$ cat src/rtl/prod_accumulator_pkg.sv
// Shared types and constants for the product accumulator slice.
package prod_accumulator_pkg;

  localparam int unsigned ACC_W_DEF = 12;
  localparam int unsigned LEN_W_DEF = 4;
  localparam int unsigned PROD_W    = 8;

  typedef enum logic [1:0] {
    ST_IDLE  = 2'd0,
    ST_ACCUM = 2'd1,
    ST_DONE  = 2'd2
  } state_t;

endpackage

$ cat src/rtl/prod_accumulator_acc_adder.sv
// Ripple-carry adder for the accumulator, assembled from full-adder cells.
module full_adder (
  input  logic a,
  input  logic b,
  input  logic ci,
  output logic s,
  output logic co
);
  assign s  = a ^ b ^ ci;
  assign co = (a & b) | (ci & (a ^ b));
endmodule

module acc_adder
  import prod_accumulator_pkg::*;
#(
  parameter int unsigned ACC_W = ACC_W_DEF
) (
  input  logic [ACC_W-1:0] a,
  input  logic [ACC_W-1:0] b,
  output logic [ACC_W-1:0] sum,
  output logic             cout
);
  logic [ACC_W:0] carry;

  assign carry[0] = 1'b0;

  for (genvar i = 0; i < ACC_W; i++) begin : g_bit
    full_adder u_fa (
      .a  (a[i]),
      .b  (b[i]),
      .ci (carry[i]),
      .s  (sum[i]),
      .co (carry[i+1])
    );
  end

  assign cout = carry[ACC_W];
endmodule

$ cat src/rtl/prod_accumulator.sv
// Accumulates a programmed-length burst of multiplier products and presents
// the sum on a held valid/ready output.
module prod_accumulator
  import prod_accumulator_pkg::*;
#(
  parameter int unsigned ACC_W = ACC_W_DEF,
  parameter int unsigned LEN_W = LEN_W_DEF
) (
  input  logic              clk,
  input  logic              rst,
  input  logic              start,
  input  logic [LEN_W-1:0]  len,
  input  logic              in_valid,
  input  logic [PROD_W-1:0] in_prod,
  output logic              in_ready,
  output logic              out_valid,
  input  logic              out_ready,
  output logic [ACC_W-1:0]  out_sum,
  output logic              out_ovf,
  output logic              busy
);

  state_t             state, next_state;
  logic [LEN_W-1:0]   remaining;
  logic [ACC_W-1:0]   acc;
  logic               ovf;
  logic [ACC_W-1:0]   prod_ext;
  logic [ACC_W-1:0]   add_sum;
  logic               add_cout;

  assign prod_ext = ACC_W'(in_prod);

  acc_adder #(.ACC_W(ACC_W)) u_adder (
    .a    (acc),
    .b    (prod_ext),
    .sum  (add_sum),
    .cout (add_cout)
  );

  assign in_ready  = (state == ST_ACCUM);
  assign out_valid = (state == ST_DONE);
  assign busy      = (state != ST_IDLE);
  assign out_sum   = acc;
  assign out_ovf   = ovf;

  always_comb begin
    next_state = state;
    unique case (state)
      ST_IDLE:  if (start) next_state = (len != '0) ? ST_ACCUM : ST_DONE;
      ST_ACCUM: if (in_valid && remaining == LEN_W'(1)) next_state = ST_DONE;
      ST_DONE:  if (out_ready) next_state = ST_IDLE;
      default:  next_state = ST_IDLE;
    endcase
  end

  always_ff @(posedge clk or posedge rst) begin
    if (rst) begin
      state     <= ST_IDLE;
      remaining <= '0;
      acc       <= '0;
      ovf       <= 1'b0;
    end else begin
      state <= next_state;
      // acc/ovf are left untouched outside IDLE-start and ACCUM so the result holds after DONE
      if (state == ST_IDLE && start) begin
        remaining <= len;
        acc       <= '0;
        ovf       <= 1'b0;
      end else if (state == ST_ACCUM && in_valid) begin
        remaining <= remaining - LEN_W'(1);
        acc       <= add_sum;
        ovf       <= ovf | add_cout;
      end
    end
  end

endmodule

$ cat config.mk
export PLATFORM = sky130hd
export DESIGN_NAME = prod_accumulator
export DESIGN_NICKNAME = d
export VERILOG_FILES = /design/src/rtl/prod_accumulator_pkg.sv /design/src/rtl/prod_accumulator_acc_adder.sv /design/src/rtl/prod_accumulator.sv
export SDC_FILE = /design/constraint.sdc
export NUM_CORES = 1
export LEC_CHECK = 0
export CORE_UTILIZATION = 49
export CTS_BUF_LIST = sky130_fd_sc_hd__clkbuf_8
export DETAILED_ROUTE_END_ITERATION = 8
export GPL_TIMING_DRIVEN = 0
export PLACE_DENSITY_LB_ADDON = 0.15
export SETUP_SLACK_MARGIN = 0.05
export SLEW_MARGIN = 20
export SYNTH_ARGS = -nofsm -noshare
export SYNTH_HDL_FRONTEND = slang
export SYNTH_SLANG_ARGS = --single-unit
$ cat constraint.sdc
create_clock -name clk -period 4.8 [get_ports clk]
set_input_delay 0.72 -clock clk [delete_from_list [all_inputs] [get_ports clk]]
set_output_delay 0.72 -clock clk [all_outputs]
set_load 0.1 [all_outputs]
==> reports/summary.json <==
{
  "outcome": {
    "status": "completed"
  },
  "job": {
    "max_cap_viol_count": 0
  },
  "finish": {
    "nFillCells": 173,
    "layout-drive-gt1-share_pct": 15.2,
    "nets": 170,
    "multi_input_comb_area_um2": 539,
    "synthToLayoutAreaGrowth_pct": 34.0,
    "combined_flip_flop_and_latch_cell_area_um2": 475,
    "post_layout_nonfiller_instances": 166,
    "n_antenna_cell": 0
  },
  "die": {
    "coreArea_um2": 2230,
    "die_w_um": 51.0,
    "top_ports": 33,
    "die_area_um2": 2600,
    "start_util_pct": 52.7,
    "die-height_um": 51.0,
    "rows": 17
  },
  "setup_path": {
    "start_kind": "input port",
    "timing.critical_path.slowest_cell_delay_ps": 460,
    "timing.setup.critical_path_class": "input port to register",
    "data_arrival_critical_path_ps": 4570,
    "crit_slowest_cell": "sky130_fd_sc_hd__clkdlybuf4s50_1",
    "critPathMaxFanout": 1,
    "worstPathCellList": "clkdlybuf4s50_1 -> ha_1 -> fa_1 -> inv_1 -> fa_1 -> fa_1 -> fa_1 -> fa_1 -> fa_1 -> inv_1 -> fa_1 -> ha_1 -> ha_1 -> ha_1 -> ha_1 -> a22o_1",
    "worst_path_most_repeated_cell": "sky130_fd_sc_hd__fa_1",
    "cp.required_ps": 4940,
    "end_kind": "register"
  },
  "sta": {
    "clock-skew-final_ps": 2.48,
    "setup_repair_after_global_routing_missed_its_margin": "no",
    "final_hold_violations": 0,
    "min_period_ps": 4430,
    "final_max_slew_viol_count": 0,
    "worst_pin_slew_ps": 975,
    "maxClockFrequency_ghz": 0.226,
    "worst_slack_ps": 369,
    "totalNegativeSetupSlack_ps": 0,
    "timing.final.setup_violations": 0,
    "slew_headroom_pct": 34.8,
    "finalCritPeriodShare_pct": 92.3
  },
  "clock_network": {
    "tritoncts": "built",
    "cts.reportedPaths.clkPinSlew_ps": 70,
    "cts_made_buffers": 3,
    "postCtsResizedCells": 0,
    "ctsHtreeMaxLevel": 1,
    "clockBufferDepth": 2,
    "clockRootBuffer": "sky130_fd_sc_hd__clkbuf_8",
    "clk_latency_ps": 250,
    "cts_setup_buffers": 0,
    "ctsHoldBuffers": 0,
    "cts_num_sinks": 19
  },
  "detailed_routing": {
    "routedWlPerCell_um": 14.0,
    "remaining_drc_errors": 0,
    "vias": 858,
    "drt.antenna.violating_nets": 0,
    "vias_per_cell": 5.17,
    "drt_first_iter_violations": 26,
    "wirelength_um": 2320,
    "dr.pass1.iters": 4
  },
  "global_routing": {
    "grt_usage_pct": 21.4,
    "vias_in_the_first_global_route": 900,
    "grt_max_degree": 20,
    "wire_length_of_the_first_global_routing_pass_um": 4080,
    "number_of_antenna_violations_at_the_first_check_in_global_routing": 0,
    "grt_overflow_total": 0
  },
  "logic_synthesis": {
    "synthArstFlopShare_pct": 100,
    "number_of_enable_flip_flop_cells_after_synthesis": 0,
    "synth.most_common_cell": "sky130_fd_sc_hd__dfrtp_1",
    "synth_top_area_cell": "sky130_fd_sc_hd__dfrtp_1",
    "syn-num-nets": 133,
    "synth-main-ff-cell": "sky130_fd_sc_hd__dfrtp_1",
    "ys_seq_area_share_pct": 40.4,
    "post-synth-top-area-fraction_pct": 40.4,
    "post_synth_most_frequent_cells": "sky130_fd_sc_hd__dfrtp_1, sky130_fd_sc_hd__inv_1, sky130_fd_sc_hd__buf_4",
    "distinct_cell_type_count_after_synthesis": 32,
    "yosys_warnings": 0,
    "syn-cell-area_um2": 1180,
    "avgSynthCellArea_um2": 11.5,
    "synth-seq-cells": 19,
    "synth.area.top_cells": "sky130_fd_sc_hd__dfrtp_1, sky130_fd_sc_hd__fa_1, sky130_fd_sc_hd__buf_4",
    "syn_inst": 102
  },
  "placed_design": {
    "post-place-ws_ps": -14.7,
    "place_congestion": 0.826,
    "number_of_placed_cells_counting_well_taps": 162,
    "port-buffer-count": 32,
    "place.detailed.hpwl_um": 1890
  },
  "hold_path": {
    "min_path_type": "register to register"
  }
}
## critical path, delay by kind of cell
kind / cells / cell delay (ps)
compound gates: 1 / 210
fa+ha+maj: 12 / 3060
buf+inv: 3 / 590
## metrics by stage
stage	hold slack [ps]	utilization, %	cell area (um^2)
after global placement	492	68.6	1530
after global routing	543	70.6	1580
after floorplan	479	-	1180
after CTS	516	70.6	1580
final	507	70.6	1580
after detailed placement	497	68.6	1530
## logic make-up (layout without fill, tap and decap cells)
family | after synthesis | count (layout) | synth area share, %
compound gates | 22 | 22 | 15.3
mux | 2 | 2 | 2.13
flops | 19 | 19 | 40.4
simple gates | 16 | 16 | 9.04
buf+inv | 29 | 65 | 13.8
fa+ha+maj | 14 | 14 | 19.3
## registers in the layout, summed over array words and instances, names as in the netlist
name,count
remaining,4
out_ovf,1
state,2
out_sum,12
## per-layer routing
metal  GRT usage, %  part of all wire [%]  up-vias
li1               -                     -      412
met1           25.4                    43      425
met2           39.5                    53       17
met3           1.79                   2.7        4
met4           8.33                   1.1        0
met5              0                     0        -
## layout make-up
| cell class | instances | share of cell area [%] |
|---|---|---|
| Clock buffer | 3 | 2.62 |
| Timing Repair Buffer | 32 | 20.3 |
| Tap cell | 28 | 2.22 |
| Clock inverter | 1 | 0.238 |
| Buffer | 14 | 6.74 |
| Multi-Input combinational cell | 54 | 34.2 |
| Sequential cell | 19 | 30.1 |
| Inverter | 15 | 3.57 |
## final timing paths
check                      slack (ps)                    from                 endpoint  depth (start not counted)
max in group asynchronous        3480                     rst   out_sum[2]$_DFFE_PP0P_                          2
min in group asynchronous         880                     rst     state[1]$_DFFE_PP0P_                          2
min                               510     out_ovf$_DFFE_PP0P_      out_ovf$_DFFE_PP0P_                          2
min reg2reg                       510     out_ovf$_DFFE_PP0P_      out_ovf$_DFFE_PP0P_                          2
max reg2reg                       900  out_sum[0]$_DFFE_PP0P_  out_sum[11]$_DFFE_PP0P_                         15
max                               370              in_prod[0]  out_sum[11]$_DFFE_PP0P_                         16
## layout by cell type, fill, tap and decap left out, drive strengths merged, types with 2 or more instances in the layout
cell and instances:
a21oi 3, a221o 3, a22o 7, buf 14, clkbuf 3, clkdlybuf4s50 32
dfrtp 19, fa 7, ha 7, inv 16, nor2 3, nor3b 2
o2bb2ai 5
Power is left out: the tool's default activity adds up to more than one toggle a clock period on the data nets, which glitch-free logic cannot reach.
